[src/rtl/axi_loader_if.sv]
// Single-beat AXI4 read channel (AR + R) between the loader (master) and host memory (slave).
interface axi_loader_if #(
  parameter int BRAM_DATA_WIDTH = 32
);
  logic [63:0]                araddr;
  logic [7:0]                 arlen;
  logic [2:0]                 arsize;
  logic                       arvalid;
  logic                       arready;
  logic [BRAM_DATA_WIDTH-1:0] rdata;
  logic [1:0]                 rresp;
  logic                       rvalid;
  logic                       rready;

  modport master (
    output araddr, arlen, arsize, arvalid, rready,
    input  arready, rdata, rresp, rvalid
  );

  modport slave (
    input  araddr, arlen, arsize, arvalid, rready,
    output arready, rdata, rresp, rvalid
  );
endinterface

[src/rtl/axi_loader.sv]
// Copies READ_LENGTH words from host memory into a BRAM, one single-beat AXI read per word.
// Optional AXI_LOADER_RESP_CHECK_EN: error responses abort the load and set sticky load_error.
module axi_loader #(
  parameter int BRAM_DATA_WIDTH = 32,
  parameter int BRAM_ADDR_WIDTH = 12,
  parameter int READ_LENGTH     = 2048
) (
  input  logic                       aclk,
  input  logic                       areset,
  input  logic [63:0]                base_ptr,
  input  logic                       start_load,
  output logic                       load_idle,
  output logic                       load_error,
  output logic [BRAM_ADDR_WIDTH-1:0] addrb,
  output logic [BRAM_DATA_WIDTH-1:0] dinb,
  output logic                       web,
  output logic                       enb,
  axi_loader_if.master               axi
);

  localparam int                CNT_W          = $clog2(READ_LENGTH) + 1;
  localparam logic [CNT_W-1:0]  LAST_CNT       = CNT_W'(READ_LENGTH - 1);
  localparam logic [63:0]       BYTES_PER_WORD = 64'(BRAM_DATA_WIDTH / 8);

  typedef enum logic [2:0] {
    IDLE,
    PUSH_ADDR,
    WAIT_DATA,
    WRITE_BRAM,
    CHECK
  } state_t;

  state_t                     state;
  logic [CNT_W-1:0]           word_cnt;
  logic [63:0]                byte_addr;
  logic [BRAM_DATA_WIDTH-1:0] data_q;
  logic                       arvalid_q;
  logic                       rready_q;
  logic                       wr_q;
  logic                       load_idle_q;
`ifdef AXI_LOADER_RESP_CHECK_EN
  logic                       load_error_q;
`endif

  // byte_addr only moves in IDLE and CHECK, so araddr is stable for the whole PUSH_ADDR phase
  assign axi.araddr  = byte_addr;
  assign axi.arlen   = 8'd0;
  assign axi.arsize  = 3'($clog2(BRAM_DATA_WIDTH / 8));
  assign axi.arvalid = arvalid_q;
  assign axi.rready  = rready_q;

  assign addrb     = BRAM_ADDR_WIDTH'(word_cnt);
  assign dinb      = data_q;
  assign web       = wr_q;
  assign enb       = wr_q;
  assign load_idle = load_idle_q;
`ifdef AXI_LOADER_RESP_CHECK_EN
  assign load_error = load_error_q;
`else
  assign load_error = 1'b0;
`endif

  always_ff @(posedge aclk or posedge areset) begin
    if (areset) begin
      state        <= IDLE;
      arvalid_q    <= 1'b0;
      rready_q     <= 1'b0;
      wr_q         <= 1'b0;
      load_idle_q  <= 1'b1;
      word_cnt     <= '0;
      byte_addr    <= '0;
`ifdef AXI_LOADER_RESP_CHECK_EN
      load_error_q <= 1'b0;
`endif
    end else begin
      case (state)
        IDLE: begin
          byte_addr <= base_ptr;
          word_cnt  <= '0;
          if (start_load) begin
            state       <= PUSH_ADDR;
            arvalid_q   <= 1'b1;
            load_idle_q <= 1'b0;
`ifdef AXI_LOADER_RESP_CHECK_EN
            load_error_q <= 1'b0;
`endif
          end
        end
        PUSH_ADDR: begin
          if (axi.arready) begin
            arvalid_q <= 1'b0;
            rready_q  <= 1'b1;
            state     <= WAIT_DATA;
          end
        end
        WAIT_DATA: begin
          if (axi.rvalid) begin
            rready_q <= 1'b0;
`ifdef AXI_LOADER_RESP_CHECK_EN
            // a failed beat ends the load; words already written stay in the BRAM
            if (axi.rresp != 2'b00) begin
              load_error_q <= 1'b1;
              load_idle_q  <= 1'b1;
              state        <= IDLE;
            end else begin
              wr_q  <= 1'b1;
              state <= WRITE_BRAM;
            end
`else
            wr_q  <= 1'b1;
            state <= WRITE_BRAM;
`endif
          end
        end
        WRITE_BRAM: begin
          wr_q  <= 1'b0;
          state <= CHECK;
        end
        CHECK: begin
          if (word_cnt == LAST_CNT) begin
            load_idle_q <= 1'b1;
            state       <= IDLE;
          end else begin
            byte_addr <= byte_addr + BYTES_PER_WORD;
            word_cnt  <= word_cnt + CNT_W'(1);
            arvalid_q <= 1'b1;
            state     <= PUSH_ADDR;
          end
        end
        default: state <= IDLE;
      endcase
    end
  end

  // Read data is captured without reset; it is only consumed in WRITE_BRAM
  always_ff @(posedge aclk) begin
    if (state == WAIT_DATA && axi.rvalid) begin
      data_q <= axi.rdata;
    end
  end

endmodule

[src/flat_wrapper.sv]
// flat-port wrapper written by rule: the top's interface ports become plain ports
module axi_loader_flat 
#(
  parameter int BRAM_DATA_WIDTH = 32,
  parameter int BRAM_ADDR_WIDTH = 12,
  parameter int READ_LENGTH     = 2048
)
  (aclk, areset, base_ptr, start_load, load_idle, load_error, addrb, dinb, web, enb, axi_araddr, axi_arlen, axi_arsize, axi_arvalid, axi_rready, axi_arready, axi_rdata, axi_rresp, axi_rvalid);
  axi_loader_if #(.BRAM_DATA_WIDTH(BRAM_DATA_WIDTH)) axi_i ();
  input  logic aclk;
  input  logic areset;
  input  logic [63:0] base_ptr;
  input  logic start_load;
  output logic load_idle;
  output logic load_error;
  output logic [BRAM_ADDR_WIDTH-1:0] addrb;
  output logic [BRAM_DATA_WIDTH-1:0] dinb;
  output logic web;
  output logic enb;
  output wire logic [$bits(axi_i.araddr)-1:0] axi_araddr;
  output wire logic [$bits(axi_i.arlen)-1:0] axi_arlen;
  output wire logic [$bits(axi_i.arsize)-1:0] axi_arsize;
  output wire logic [$bits(axi_i.arvalid)-1:0] axi_arvalid;
  output wire logic [$bits(axi_i.rready)-1:0] axi_rready;
  input wire logic [$bits(axi_i.arready)-1:0] axi_arready;
  input wire logic [$bits(axi_i.rdata)-1:0] axi_rdata;
  input wire logic [$bits(axi_i.rresp)-1:0] axi_rresp;
  input wire logic [$bits(axi_i.rvalid)-1:0] axi_rvalid;
  assign axi_araddr = axi_i.araddr;
  assign axi_arlen = axi_i.arlen;
  assign axi_arsize = axi_i.arsize;
  assign axi_arvalid = axi_i.arvalid;
  assign axi_rready = axi_i.rready;
  assign axi_i.arready = axi_arready;
  assign axi_i.rdata = axi_rdata;
  assign axi_i.rresp = axi_rresp;
  assign axi_i.rvalid = axi_rvalid;
  axi_loader #(.BRAM_DATA_WIDTH(BRAM_DATA_WIDTH), .BRAM_ADDR_WIDTH(BRAM_ADDR_WIDTH), .READ_LENGTH(READ_LENGTH)) u_core (.aclk(aclk), .areset(areset), .base_ptr(base_ptr), .start_load(start_load), .load_idle(load_idle), .load_error(load_error), .addrb(addrb), .dinb(dinb), .web(web), .enb(enb), .axi(axi_i));
endmodule
[config.mk]
export PLATFORM = sky130hd
export DESIGN_NAME = axi_loader_flat
export DESIGN_NICKNAME = d
export VERILOG_FILES = /design/src/rtl/axi_loader_if.sv /design/src/rtl/axi_loader.sv /design/src/flat_wrapper.sv
export SDC_FILE = /design/constraint.sdc
export NUM_CORES = 1
export LEC_CHECK = 0
export BUFFER_PORTS_ARGS = -buffer_cell sky130_fd_sc_hd__buf_4
export CAP_MARGIN = 20
export CORE_MARGIN = 4
export CORE_UTILIZATION = 54
export DETAILED_ROUTE_END_ITERATION = 16
export HOLD_SLACK_MARGIN = 0.05
export PLACE_DENSITY = 0.95
export SYNTH_ARGS = -nofsm -noshare
export SYNTH_HDL_FRONTEND = slang
export SYNTH_SLANG_ARGS = --single-unit
[constraint.sdc]
create_clock -name aclk -period 10.6 [get_ports aclk]
set_clock_uncertainty 0.05 [all_clocks]
set_input_delay 0.53 -clock aclk [delete_from_list [all_inputs] [get_ports aclk]]
set_output_delay 0.53 -clock aclk [all_outputs]
set_load 0.05 [all_outputs]
---- Word-level counts from Yosys, hierarchy flattened ----
Cells that the tools add are included.
operators by class
  $add $sub $neg .......................... 2
  reductions and logical operators ........ 12
  multiplexer cells ....................... 21
  eq/ne operators ......................... 10
operators by type and width
  operator               count
  $pmux 64 s2            1
  $add 64x3->64 const B  1
  $mux 64                1
  $pmux 12 s2            1
  $pmux 3 s5             1
  $add 12x1->12 const B  1
  $eq 12x11->1 const B   1
  $mux 12                1
  $mux 1                 9
  $mux 3                 3
  $reduce_and 3->1       3
  $ne 2x2->1 const B     4
  $eq 3x2->1 const B     2
  $pmux 1 s2             3
  $reduce_bool 2->1      3
  $reduce_and 2->1       2
  $reduce_and 4->1       1
  $eq 3x1->1 const B     1
  $eq 3x3->1 const B     1
  $logic_not 3->1        1
  $pmux 1 s3             1
  $reduce_bool 3->1      1
  $ne 2x1->1 const B     1
  $logic_and 1x1->1      1
storage, ports and cells
  register bits ........................... 115
  word-level logic and storage cells ...... 53

---- Depth between registers and ports, before layout ----
  depth in word-level cells ............... 3
  depth in mapped cells ................... 9

---- Worst setup path after synthesis ----
OpenSTA, ideal clock, no wires.
  path kind ............................... input to register
  start ................................... input axi_rvalid
  end ..................................... register u_core.data_q[0] (netlist: u_core.dinb[0]) (enable)
  arrival time ............................ 3.042 ns
  setup time .............................. 0.470 ns
  required time ........................... 10.080 ns
  slack ................................... 7.038 ns
  cell stages on the path ................. 2
  cells stage by stage .................... nand2b_1 -> nor3b_1
between the ends
  word-level cells in the longest chain between the ends .. 1
ends and longest elaborated chain
  what                    line                source
  start: declaration      flat_wrapper.sv:28  input wire logic [$bits(axi_i.rvalid)-1:0] axi_rvalid;
  $logic_and 1x1->1       axi_loader.sv:137   if (state == WAIT_DATA && axi.rvalid) begin
  end signal: assignment  axi_loader.sv:138   data_q <= axi.rdata;
  end: declaration        axi_loader.sv:36    logic [BRAM_DATA_WIDTH-1:0] data_q;
No other way between the ends.
A chain may end at the register's enable or synchronous reset.

---- Final worst setup path ----
  start ................................... register u_core.byte_addr[18] (netlist: u_core.axi.araddr[18])
  end ..................................... register u_core.byte_addr[53] (netlist: u_core.axi.araddr[53])
between the ends
  word-level cells in the longest chain between the ends .. 3
ends and longest elaborated chain
  what                      line               source
  start: declaration        axi_loader.sv:35   logic [63:0] byte_addr;
  start signal: assignment  axi_loader.sv:78   byte_addr <= base_ptr;
  start signal: assignment  axi_loader.sv:124  byte_addr <= byte_addr + BYTES_PER_WORD;
  $add 64x3->64             axi_loader.sv:124
  $mux 64                   axi_loader.sv:120  if (word_cnt == LAST_CNT) begin
  $pmux 64 s2               axi_loader.sv:76   case (state)
No other way between the ends. The select of a mux whose other input is x is not followed.

==> impl_metrics.json <==
{
  "r2r_slack_ns": 7.03,
  "setup_tns_ns": 0,
  "grt_pass1_wl_mm": 32.7,
  "relSlewSlack": 0.242,
  "final_antenna_net_count": 0,
  "status": "finished clean",
  "cts.reportedPaths.clkPinSlew_ns": 0.06,
  "h-tree-depth": 4,
  "critPathMaxStageDelay_ns": 0.98,
  "post_cts_buffers": 0,
  "syn2layout_area_growth_pct": 35.0,
  "reg2reg_from": "u_core.axi.araddr[18]",
  "finalPower_uw": 2830,
  "first_pass_iters": 7,
  "nNetsFinal": 1009,
  "die_x_um": 116,
  "worst_pin_slew_ns": 1.13,
  "worst-path-max-fanout": 9,
  "setup_viol": 0,
  "dp_slack_ns": 7.46,
  "cts_resized": 0,
  "hold_buffers": 0,
  "clkLatencyLatePin_ns": 0.42,
  "power.density_nw_per_um2": 331,
  "ys_seq_area_frac": 0.480,
  "core_area_sq_um": 11500,
  "regToRegEndpoint": "u_core.axi.araddr[53]",
  "cp.required_ns": 10.81,
  "synth_cell_types": 62,
  "clock.fmax_mhz": 280,
  "ioPinCount": 228,
  "antenna_cells": 0,
  "cts_sinks": 115,
  "synth_edf_count": 32,
  "drt-total-wl_mm": 21.4,
  "async_reset_ff_frac": 0.722,
  "startpoint_type": "flip-flop",
  "fin_ws_ns": 7.03,
  "via_per_inst": 6.45,
  "maxCapViolCount": 0,
  "grt_overflow": 0,
  "reg2reg_depth": 6,
  "syn-mean-instance-area_sq_um": 8.92,
  "yosys_warnings": 0,
  "io_buffers": 213,
  "drt_iter0_drc": 949,
  "final_hold_viol_count": 0,
  "cp-end-kind": "flip-flop",
  "finalCriticalPeriod_ns": 3.57,
  "ys_seq_elements": 115,
  "p_leak_uw": 0.00354,
  "worstSetupPathDepth": 6,
  "crit_arrival_ns": 3.78,
  "numCtsBuffers": 17,
  "initial_core_util": 0.552,
  "first_global_vias": 6253,
  "hold_class": "in -> async",
  "grt_use_total": 0.310,
  "rsz0062_at_grt": "false",
  "root_buffer": "clkbuf_16",
  "postLayoutCoreUtil": 0.745,
  "via_count": 6842,
  "grt_max_degree": 95,
  "period_share": 0.336,
  "final_max_slew_viol_count": 0,
  "critPathKind": "reg -> reg",
  "netlist_area_sq_um": 6330,
  "dp_hpwl_mm": 14.6,
  "drc": 0,
  "cp_top_family": "simple AND/OR/NAND/NOR gates",
  "rows": 39,
  "cts_tree": "done",
  "path_cells": "nand3_1 -> or3_1 -> or3_1 -> nor4_1 -> nand4_1 -> o311ai_0",
  "synth_ff_type": "dfrtp_1",
  "worst_path_most_repeated_cell": "or3_1",
  "synthCells": 710,
  "cts.path.max_buffers": 2,
  "crit_slowest_cell": "nor4_1",
  "place.gp.congestion": 0.946,
  "die_area_sq_um": 13500,
  "ir_worst_vdd_mv": 0.194,
  "final_layout_size_suffix_gt1_frac": 0.294,
  "antenna_found_initial": 0,
  "wire_per_inst_um": 20.2,
  "crit_buf_inv": 0,
  "fp.dieH_um": 116
}
## per-stage QoR
stage / std cells / instance area (sq um) / hold slack [ns]
global placement: 1027 / 7960 / 0.414
finish: 1060 / 8540 / 0.102
CTS: 1059 / 8520 / 0.111
global route: 1060 / 8540 / 0.141
floorplan: 720 / 6370 / 0.556
detailed placement: 1027 / 7960 / 0.441
## power breakdown
part / internal (uW) / total (uW) / switching (uW) / leakage, uW
clock: 343 / 553 / 210 / 0.000269
sequential: 610 / 833 / 222 / 0.00127
combinational: 437 / 1440 / 1010 / 0.00201
total: 1390 / 2830 / 1440 / 0.00354
## cells in the final DEF (no fill, tap or decap), types with 20 or more instances in the layout
cell,count
nor2_1,61
buf_4,220
a21oi_1,70
nor3_1,25
nand4_1,28
o21ai_0,35
nand2_1,75
edfxtp_1,32
dfrtp_1,82
nand3_1,50
nor4_1,20
## logic make-up after synthesis
kind of cell,Yosys count,share of synthesized area
flip-flops,115,0.480
buffers and inverters,68,0.0496
multiplexers,7,0.0117
other,2,0.00119
XOR/XNOR,7,0.00969
AO/OA/AOI/OAI,189,0.187
adder cells (fa/ha/maj),2,0.00395
AND/OR/NAND/NOR,320,0.256
## how the worst max path moves through the flow
stage	slack, ns	to	from
floorplan	7.04	u_core.dinb[0]	axi_rvalid
global placement	7.55	u_core.axi.araddr[53]	u_core.axi.araddr[18]
detailed placement	7.46	u_core.axi.araddr[53]	u_core.axi.araddr[14]
CTS	7.24	u_core.axi.araddr[53]	u_core.axi.araddr[14]
global route	6.99	u_core.axi.araddr[53]	u_core.axi.araddr[18]
finish	7.03	u_core.axi.araddr[53]	u_core.axi.araddr[18]
## worst reg2reg max path, stage by stage, from the launching register on
cell and delay, ns:
dfrtp_1 0.49, nand3_1 0.24, or3_1 0.49, or3_1 0.45
nor4_1 0.98, nand4_1 0.24, o311ai_0 0.48
## final cells by class
class | instances | area, sq um
fillers | 812 | 2920
clock inverters | 14 | 140
flip-flops and latches | 115 | 3040
clock buffers | 18 | 429
multi-input cells | 537 | 3040
repair buffers | 221 | 1670
well taps | 143 | 179
inverters | 12 | 46.3
## Yosys cell counts (3+ instances only)
library cell  instances  area (sq um)
o22ai_1              14          87.6
a31oi_1              10          62.6
xnor2_1               7          61.3
nand4_1              28           175
a22o_1                3          26.3
clkbuf_1             31           116
and2_1                5          31.3
a2bb2oi_1             7          61.3
o21ai_0              35           175
a211oi_1              4          30.0
nand2_1              75           282
mux2i_1               4          40.0
o22a_1               11          96.3
nor2_1               61           229
buf_4                13          97.6
nand3b_1              4          30.0
mux2_2                3          33.8
or4_1                 4          30.0
o211ai_1              3          22.5
dfrtp_1              82          2050
o21a_1                3          22.5
and3_1               16           100
nand3_1              50           250
nor3_1               25           125
o32ai_1               4          35.0
edfxtp_1             32           961
and4_1                5          43.8
buf_1                 9          33.8
nor3b_1               7          52.6
or3_1                 9          56.3
a21oi_1              71           355
nor4_1               21           131
inv_1                12          45.0
a41oi_1               4          35.0
## registers in the layout, summed over array words and instances (netlist names)
name / cells
u_core.dinb: 32
u_core.addrb: 12
u_core.axi.rready: 1
u_core.state: 3
u_core.enb: 1
u_core.load_idle: 1
u_core.axi.arvalid: 1
u_core.axi.araddr: 64
## metal layers
layer	wire (um)	GRT usage
met1	7680	0.392
met2	9970	0.490
met4	1070	0.176
met3	2640	0.0731
met5	0	0
Note: power is estimated with default switching activity, not from simulation.
